[config.mk]
export PLATFORM = sky130hd
export DESIGN_NAME = pkt_sche_v0_2_flat
export DESIGN_NICKNAME = d
export VERILOG_FILES = /design/src/rtl/pkt_h.sv /design/src/rtl/pkt_sche_v0_2_if.sv /design/src/rtl/pkt_fifo.sv /design/src/rtl/pkt_sche_v0_2.sv /design/src/flat_wrapper.sv
export SDC_FILE = /design/constraint.sdc
export NUM_CORES = 2
export LEC_CHECK = 0
export CORE_MARGIN = 8
export CORE_UTILIZATION = 55
export CTS_BUF_LIST = sky130_fd_sc_hd__clkbuf_8
export CTS_CLUSTER_DIAMETER = 40
export CTS_CLUSTER_SIZE = 24
export DETAILED_ROUTE_END_ITERATION = 16
export PLACE_DENSITY = 0.74
export SLEW_MARGIN = 30
export SYNTH_ARGS = -nofsm -noshare
export SYNTH_HDL_FRONTEND = slang
export SYNTH_HIERARCHICAL = 1
export SYNTH_MEMORY_MAX_BITS = 65536
export SYNTH_SLANG_ARGS = --single-unit
[constraint.sdc]
create_clock -name clk -period 6.99 [get_ports clk]
set_input_delay 1.398 -clock clk [delete_from_list [all_inputs] [get_ports clk]]
set_output_delay 1.398 -clock clk [all_outputs]
set_load 0.01 [all_outputs]
[src/rtl/pkt_h.sv]
`default_nettype none
// ============================================================================
// Package  : pkt_h
// Purpose  : Shared packet-header type, scheduler mode enum, class helper.
// Revision : 0.2
// ============================================================================
package pkt_h;

  typedef logic [31:0] pkHeadInfo;

  typedef enum logic {
    SCHED_STRICT = 1'b0,
    SCHED_RR     = 1'b1
  } sched_mode_e;

  // Class index lives in the low header bits; at most 8 classes are supported.
  function automatic logic [2:0] pkt_class(input pkHeadInfo info, input int cls_bits);
    logic [2:0] mask;
    mask = 3'((32'd1 << cls_bits) - 32'd1);
    return info[2:0] & mask;
  endfunction

endpackage

`default_nettype wire

[src/rtl/pkt_sche_v0_2_if.sv]
`default_nettype none
// ============================================================================
// Interface : pkt_sche_v0_2_if
// Purpose   : Enqueue/dequeue handshake bundle of the packet scheduler.
// Revision  : 0.2
// ============================================================================
interface pkt_sche_v0_2_if #(
  parameter int DWIDTH = 32
);
  import pkt_h::*;

  logic              ready;
  logic              in_valid;
  logic              in_enque_en;
  logic              in_ugr_en;
  pkHeadInfo         in_pkt_info;
  logic [DWIDTH-1:0] in_data;
  logic              out_valid;
  logic              out_deque_en;
  logic [DWIDTH-1:0] out_data;
  pkHeadInfo         out_pkt_info;
  logic              out_ugr;
  logic [15:0]       drop_cnt;

  modport master (
    output in_enque_en, in_ugr_en, in_pkt_info, in_data, out_deque_en,
    input  ready, in_valid, out_valid, out_data, out_pkt_info, out_ugr, drop_cnt
  );

  modport slave (
    input  in_enque_en, in_ugr_en, in_pkt_info, in_data, out_deque_en,
    output ready, in_valid, out_valid, out_data, out_pkt_info, out_ugr, drop_cnt
  );

endinterface

`default_nettype wire

[src/rtl/pkt_fifo.sv]
`default_nettype none
// ============================================================================
// Module   : pkt_fifo
// Purpose  : Show-ahead register-array FIFO with occupancy count.
// Revision : 0.2
// ============================================================================
module pkt_fifo #(
  parameter int WIDTH = 64,
  parameter int DEPTH = 16
) (
  input  wire                     clk,
  input  wire                     rst,
  input  wire                     wr_en,
  input  wire  [WIDTH-1:0]        wr_data,
  input  wire                     rd_en,
  output logic [WIDTH-1:0]        rd_data,
  output logic                    empty,
  output logic                    full,
  output logic [$clog2(DEPTH):0]  count
);

  localparam int          c_aw   = $clog2(DEPTH);
  localparam logic [c_aw:0] c_full = (c_aw+1)'(DEPTH);
  localparam logic [c_aw:0] c_one  = (c_aw+1)'(1);

  logic [WIDTH-1:0] r_mem [DEPTH];
  logic [c_aw-1:0]  r_wr_ptr;
  logic [c_aw-1:0]  r_rd_ptr;
  logic [c_aw:0]    r_count;
  logic             w_push;
  logic             w_pop;

  assign empty   = (r_count == '0);
  assign full    = (r_count == c_full);
  assign w_push  = wr_en && !full;
  assign w_pop   = rd_en && !empty;
  assign rd_data = r_mem[r_rd_ptr];
  assign count   = r_count;

  always_ff @(posedge clk) begin
    if (rst) begin
      r_wr_ptr <= '0;
      r_rd_ptr <= '0;
      r_count  <= '0;
    end else begin
      if (w_push) r_wr_ptr <= r_wr_ptr + c_aw'(1);
      if (w_pop)  r_rd_ptr <= r_rd_ptr + c_aw'(1);
      case ({w_push, w_pop})
        2'b10:   r_count <= r_count + c_one;
        2'b01:   r_count <= r_count - c_one;
        default: ;
      endcase
    end
  end

  // Storage is not reset; stale words are unreachable once pointers clear.
  always_ff @(posedge clk) begin
    if (w_push) r_mem[r_wr_ptr] <= wr_data;
  end

endmodule

`default_nettype wire

[src/rtl/pkt_sche_v0_2.sv]
`default_nettype none
// ============================================================================
// Module   : pkt_sche_v0_2
// Purpose  : Per-class + urgent packet queues with strict/RR arbitration.
// Revision : 0.2
// ============================================================================
module pkt_sche_v0_2
  import pkt_h::*;
#(
  parameter int          DWIDTH = 32,
  parameter int          NCLASS = 4,
  parameter int          DEPTH  = 16,
  parameter int          UDEPTH = 4,
  parameter sched_mode_e MODE   = SCHED_RR
) (
  input wire              clk,
  input wire              rst,
  pkt_sche_v0_2_if.slave  bus
);

  localparam int CLS_BITS = $clog2(NCLASS);
  localparam int c_word_w = 32 + DWIDTH;
  localparam int c_cnt_w  = $clog2(DEPTH) + 1;
  localparam int c_ucnt_w = $clog2(UDEPTH) + 1;

  logic [CLS_BITS-1:0]       w_cls;
  logic                      w_accept;
  logic                      w_ready;
  logic [NCLASS-1:0]         w_wr_en;
  logic [NCLASS-1:0]         w_rd_en;
  logic [NCLASS-1:0]         w_empty;
  logic [NCLASS-1:0]         w_full;
  logic [c_word_w-1:0]       w_rd_data [NCLASS];
  logic [NCLASS*c_cnt_w-1:0] w_cnt_flat;
  logic                      w_u_wr;
  logic                      w_u_rd;
  logic                      w_u_empty;
  logic                      w_u_full;
  logic [c_word_w-1:0]       w_u_data;
  logic [c_ucnt_w-1:0]       w_u_count;
  logic                      w_sel_ugr;
  logic [CLS_BITS-1:0]       w_sel_cls;
  logic [CLS_BITS-1:0]       w_idx;
  logic                      w_found;
  logic [c_word_w-1:0]       w_sel_word;
  logic                      w_load;
  logic                      w_unused;

  logic                      r_out_valid;
  logic                      r_out_ugr;
  logic [c_word_w-1:0]       r_out_word;
  logic [CLS_BITS-1:0]       r_rr_ptr;
  logic [15:0]               r_drop_cnt;

  assign w_cls    = CLS_BITS'(pkt_class(bus.in_pkt_info, CLS_BITS));
  assign w_ready  = !w_u_full && !(|w_full);
  assign w_accept = bus.in_enque_en && w_ready;
  assign w_u_wr   = w_accept && bus.in_ugr_en;
  assign w_u_rd   = w_load && w_sel_ugr;
  assign w_unused = ^{w_cnt_flat, w_u_count};

  for (genvar i = 0; i < NCLASS; i++) begin : g_cls
    assign w_wr_en[i] = w_accept && !bus.in_ugr_en && (w_cls == CLS_BITS'(i));
    assign w_rd_en[i] = w_load && !w_sel_ugr && (w_sel_cls == CLS_BITS'(i));

    pkt_fifo #(.WIDTH(c_word_w), .DEPTH(DEPTH)) u_fifo (
      .clk     (clk),
      .rst     (rst),
      .wr_en   (w_wr_en[i]),
      .wr_data ({bus.in_pkt_info, bus.in_data}),
      .rd_en   (w_rd_en[i]),
      .rd_data (w_rd_data[i]),
      .empty   (w_empty[i]),
      .full    (w_full[i]),
      .count   (w_cnt_flat[i*c_cnt_w +: c_cnt_w])
    );
  end

  pkt_fifo #(.WIDTH(c_word_w), .DEPTH(UDEPTH)) u_urgent_fifo (
    .clk     (clk),
    .rst     (rst),
    .wr_en   (w_u_wr),
    .wr_data ({bus.in_pkt_info, bus.in_data}),
    .rd_en   (w_u_rd),
    .rd_data (w_u_data),
    .empty   (w_u_empty),
    .full    (w_u_full),
    .count   (w_u_count)
  );

  // Urgent wins outright; normal classes are scanned from 0 or from rr_ptr.
  always_comb begin
    w_sel_ugr = !w_u_empty;
    w_sel_cls = '0;
    w_found   = 1'b0;
    w_idx     = '0;
    for (int k = 0; k < NCLASS; k++) begin
      w_idx = (MODE == SCHED_RR) ? r_rr_ptr + CLS_BITS'(k) : CLS_BITS'(k);
      if (!w_found && !w_empty[w_idx]) begin
        w_found   = 1'b1;
        w_sel_cls = w_idx;
      end
    end
    w_sel_word = w_sel_ugr ? w_u_data : w_rd_data[w_sel_cls];
  end

  assign w_load = (!r_out_valid || bus.out_deque_en) && (w_sel_ugr || w_found);

  always_ff @(posedge clk) begin
    if (rst) begin
      r_out_valid <= 1'b0;
      r_out_ugr   <= 1'b0;
      r_out_word  <= '0;
      r_rr_ptr    <= '0;
      r_drop_cnt  <= '0;
    end else begin
      if (w_load) begin
        r_out_valid <= 1'b1;
        r_out_ugr   <= w_sel_ugr;
        r_out_word  <= w_sel_word;
        if (!w_sel_ugr) r_rr_ptr <= w_sel_cls + CLS_BITS'(1);
      end else if (bus.out_deque_en) begin
        r_out_valid <= 1'b0;
      end
      if (bus.in_enque_en && !w_ready && (r_drop_cnt != 16'hFFFF))
        r_drop_cnt <= r_drop_cnt + 16'd1;
    end
  end

  assign bus.ready        = w_ready;
  assign bus.in_valid     = w_accept;
  assign bus.out_valid    = r_out_valid;
  assign bus.out_ugr      = r_out_ugr;
  assign bus.out_pkt_info = r_out_word[c_word_w-1 -: 32];
  assign bus.out_data     = r_out_word[DWIDTH-1:0];
  assign bus.drop_cnt     = r_drop_cnt;

endmodule

`default_nettype wire

[src/flat_wrapper.sv]
// flat-port wrapper written by rule: the top's interface ports become plain ports
module pkt_sche_v0_2_flat import pkt_h::*;
#(
  parameter int          DWIDTH = 32,
  parameter int          NCLASS = 4,
  parameter int          DEPTH  = 16,
  parameter int          UDEPTH = 4,
  parameter sched_mode_e MODE   = SCHED_RR
)
  (clk, rst, bus_in_enque_en, bus_in_ugr_en, bus_in_pkt_info, bus_in_data, bus_out_deque_en, bus_ready, bus_in_valid, bus_out_valid, bus_out_data, bus_out_pkt_info, bus_out_ugr, bus_drop_cnt);
  pkt_sche_v0_2_if #(.DWIDTH(DWIDTH)) bus_i ();
  input wire clk;
  input wire rst;
  input wire logic [$bits(bus_i.in_enque_en)-1:0] bus_in_enque_en;
  input wire logic [$bits(bus_i.in_ugr_en)-1:0] bus_in_ugr_en;
  input wire logic [$bits(bus_i.in_pkt_info)-1:0] bus_in_pkt_info;
  input wire logic [$bits(bus_i.in_data)-1:0] bus_in_data;
  input wire logic [$bits(bus_i.out_deque_en)-1:0] bus_out_deque_en;
  output wire logic [$bits(bus_i.ready)-1:0] bus_ready;
  output wire logic [$bits(bus_i.in_valid)-1:0] bus_in_valid;
  output wire logic [$bits(bus_i.out_valid)-1:0] bus_out_valid;
  output wire logic [$bits(bus_i.out_data)-1:0] bus_out_data;
  output wire logic [$bits(bus_i.out_pkt_info)-1:0] bus_out_pkt_info;
  output wire logic [$bits(bus_i.out_ugr)-1:0] bus_out_ugr;
  output wire logic [$bits(bus_i.drop_cnt)-1:0] bus_drop_cnt;
  assign bus_i.in_enque_en = bus_in_enque_en;
  assign bus_i.in_ugr_en = bus_in_ugr_en;
  assign bus_i.in_pkt_info = bus_in_pkt_info;
  assign bus_i.in_data = bus_in_data;
  assign bus_i.out_deque_en = bus_out_deque_en;
  assign bus_ready = bus_i.ready;
  assign bus_in_valid = bus_i.in_valid;
  assign bus_out_valid = bus_i.out_valid;
  assign bus_out_data = bus_i.out_data;
  assign bus_out_pkt_info = bus_i.out_pkt_info;
  assign bus_out_ugr = bus_i.out_ugr;
  assign bus_drop_cnt = bus_i.drop_cnt;
  pkt_sche_v0_2 #(.DWIDTH(DWIDTH), .NCLASS(NCLASS), .DEPTH(DEPTH), .UDEPTH(UDEPTH), .MODE(MODE)) u_core (.clk(clk), .rst(rst), .bus(bus_i));
endmodule
==> results.yml <==
finish:
  drive_gt1_share_pct: 28.4
  n_fill_cell: 20863
  design_area_um2: 190000
  synthToLayoutAreaGrowth_pct: 10.2
  nets: 8233
floorplan:
  initial_core_util_pct: 55.2
  die-area_um2: 331000
  dieHeight_um: 576
  coreArea_um2: 312000
  fp.dieW_um: 576
  core.rowCount: 205
  ios: 153
timing:
  finalSetupViolations: 0
  fin_crit_sh_pct: 72.7
  tns_ns: 0
  finalMaxSlewViolations: 0
  fmax_ghz: 0.197
  tightest_slew_ns: 1.07
  report.final.hold_viol_count: 0
  fin_skew_ns: 0.0744
  slew_headroom_pct: 28.8
  period_minus_slack_ns: 5.08
  rsz0062_at_grt: "false"
yosys:
  yosys_warnings: 6
  syn-cell-area_um2: 172000
  yosysTopAreaCell: "edfxtp_1"
  synth_fp_nets: 7819
  ys_seq_area_share_pct: 77.7
  ys_seq_elements: 4513
  ys.flop_type: "edfxtp_1"
  netlist_instances: 7707
  syn_avg_cell_area_um2: 22.4
  synthDistinctLibCells: 64
  async_flop_share_pct: 0
  synth_edf_count: 4352
  yosysTopAreaCellShare_pct: 75.9
  ys_top_cells_by_area: "edfxtp_1 (76%), mux4_2 (14%), a22oi_1 (2.5%)"
placement:
  dp_hpwl_mm: 255
  gp_congestion: 0.859
  placed_cell_area_um2: 179000
  numPortBuffers: 152
setup_path:
  required_ns: 8.01
  cp_max_fo: 19
  crit_family: "simple AND/OR/NAND/NOR gates"
  ff2ff_setup_slack_ns: 1.91
  critPathCapture: "u_core/g_cls[0].u_fifo/count[4]"
  cp-start-kind: "flip-flop"
  worst-path-buf-inv: 3
  crit_chain: "or4_4 -> nor2_1 -> or2_1 -> a21oi_1 -> nor2_4 -> inv_1 -> ha_1 -> and3_1 -> o21ai_4 -> inv_1 -> ha_1 -> xor2_1 -> ha_1 -> inv_1 -> a21o_1 -> a221oi_1 -> mux2_2"
  r2r_start: "u_core/g_cls[0].u_fifo/count[1]"
  crit_path_start: "u_core/g_cls[0].u_fifo/count[1]"
  cp_slowest_cell: "nor2_4"
  crit_type: "reg -> reg"
  reg2reg_to: "u_core/g_cls[0].u_fifo/count[4]"
  worst-path-stages: 17
  critical_path.endpoint_type: "flip-flop"
  reg2reg_depth: 17
  crit_arrival_ns: 6.10
  slowest_delay_ns: 0.76
routing:
  routed_via_density: 6.67
  met2WireLength_mm: 213
  drtPass1Iterations: 8
  drcViolationCount: 0
  routed_wl_mm: 441
  m1WireLength_mm: 157
  drtIter0Drc: 12224
  postRouteAntennaNets: 0
  vias: 84603
  detail_route.wl_per_cell_um: 34.8
  top_layer: "met5"
  wl_met3_mm: 45.2
clock_network:
  clk_pin_slew_ns: 0.08
  cts.path.max_buffers: 4
  cts_buffers: 458
  clkLatencyLatePin_ns: 1.19
  cts_tree: "yes"
  htree_levels: 5
  cts-root-buf: "clkbuf_8"
  ctsHoldBuffers: 0
  cts-resized-gates: 0
  cts.sinks: 4513
  cts_setup_buffers: 0
min_path:
  min_path_cells: 2
  hp-class: "reg -> reg"
global_route:
  antenna_found_initial: 25
  grt_first_pass_wirelength_mm: 623
  grt_overflow: 0
  grt_pass1_vias: 83811
  grt_usage_pct: 26.1
  grt_max_degree: 138
power_and_ir_drop:
  p_total_uw: 52000
  p_seq_share_pct: 58.4
  p_int_uw: 39500
  p_leak_uw: 0.0576
  vdd_drop_max_v: 0.000331
  sw_frac_of_total_pct: 24.1
  powerDensity_nw_per_um2: 274
  comb_power_share_pct: 5.6
  clkPwrFrac_pct: 36.0
  p_sw_uw: 12600
job:
  drv_cap: 0
outcome:
  status: "finished clean"
-- placed cells by master (no fill, tap or decap), drive strengths merged, types with 14 or more instances in the layout --
master         count
o211ai            17
ha                42
nand2            290
o221ai            68
edfxtp          4352
mux4            1088
or2               66
clkinv           151
bufinv            47
clkbuf           461
o21ai             14
a22oi            576
dfxtp            161
a21oi             20
xnor2             14
mux2i            143
nor2             162
clkinvlp          54
nand2b            16
buf              305
inv              193
and3              14
nor3              31
clkdlybuf4s50     87
xor2              31
-- power groups by stage --
stage	clock network, uW	registers, uW	logic [uW]
floorplan	0	30700	1300
global placement	0	31000	2810
detailed placement	0	31000	2880
global route	19900	30400	3020
finish	18700	30400	2900
CTS	18900	30400	2890
-- synth_stat cells, types with 10 or more instances --
cell and number:
edfxtp_1 4352, mux4_2 1084, a22oi_1 576, nand2_1 290, clkbuf_1 174, nor2_1 162
dfxtp_1 161, mux2i_1 143, buf_2 88, buf_6 68, buf_1 67, or2_2 65
o221ai_1 62, ha_1 42, inv_1 42, buf_4 34, nor3_1 31, xor2_1 31
a21oi_1 20, nand2b_1 16, and3_1 14, xnor2_1 14, nor2b_1 10
-- final cells by class --
| class | count | area (um^2) | share of cell area [%] |
|---|---|---|---|
| flip-flops and latches | 4513 | 134000 | 70.5 |
| multi-input cells | 2714 | 36400 | 19.2 |
| clock buffers | 461 | 6340 | 3.34 |
| well taps | 4140 | 5180 | 2.73 |
| clock inverters | 403 | 4330 | 2.28 |
| repair buffers | 392 | 3480 | 1.83 |
| inverters | 42 | 158 | 0.0830 |
| diodes | 12 | 30.0 | 0.0158 |
-- flip-flops by register name, summed over array words and instances (netlist names), 2 cells and up, named ones only --
register / flops
u_core/r_rr_ptr: 2
u_core/u_urgent_fifo/r_rd_ptr: 2
u_core/u_urgent_fifo/count: 3
u_core/bus.drop_cnt: 16
u_core/g_cls.u_fifo/r_rd_ptr: 16
u_core/g_cls.u_fifo/r_mem: 4096
u_core/u_urgent_fifo/r_mem: 256
u_core/u_urgent_fifo/r_wr_ptr: 2
u_core/g_cls.u_fifo/r_wr_ptr: 16
u_core/r_out_word: 64
u_core/g_cls.u_fifo/count: 20
-- worst register-to-register path, delay by kind of cell, from the launching register on --
family / cells / cell delay, ns
flip-flops: 1 / 0.38
adder cells (fa/ha/maj): 3 / 0.75
multiplexers: 1 / 0.37
AO/OA/AOI/OAI: 4 / 0.70
buffers and inverters: 3 / 0.33
AND/OR/NAND/NOR: 5 / 2.23
XOR/XNOR: 1 / 0.20
-- per-layer routing --
metal	vias up	track usage, %
li1	33531	-
met1	44864	35.0
met2	5305	42.1
met3	881	4.77
met4	22	12.5
met5	-	0
-- worst min-delay path by stage --
| stage | to | slack (ns) | start |
|---|---|---|---|
| finish | u_core/g_cls[2].u_fifo/r_rd_ptr[3] | 0.52 | u_core/g_cls[2].u_fifo/r_rd_ptr[3] |
| global route | u_core/g_cls[2].u_fifo/r_rd_ptr[3] | 0.53 | u_core/g_cls[2].u_fifo/r_rd_ptr[3] |
| CTS | flip-flop | 0.52 | u_core/u_urgent_fifo/r_rd_ptr[1] |
| detailed placement | flip-flop | 0.50 | u_core/u_urgent_fifo/r_rd_ptr[1] |
| global placement | flip-flop | 0.46 | u_core/u_urgent_fifo/r_rd_ptr[1] |
| floorplan | u_core/r_rr_ptr[0] | 0.46 | u_core/r_rr_ptr[0] |
-- cells by family after synthesis --
logic type               synth area share, %
AO/OA/AOI/OAI                           3.32
XOR/XNOR                               0.229
adder cells (fa/ha/maj)                0.317
buffers and inverters                   1.54
flip-flops                              77.7
multiplexers                            15.1
AND/OR/NAND/NOR                         1.78
-- per-stage QoR --
step | setup slack (ns) | utilization (%) | cells | hold slack [ns]
floorplan | 0.930 | - | 7707 | 0.458
global placement | 1.87 | 57.4 | 11795 | 0.459
detailed placement | 2.01 | 57.4 | 11798 | 0.496
CTS | 1.83 | 60.8 | 12662 | 0.518
global route | 1.67 | 60.9 | 12670 | 0.531
finish | 1.91 | 60.9 | 12677 | 0.525
(Power assumes the default switching activity.)
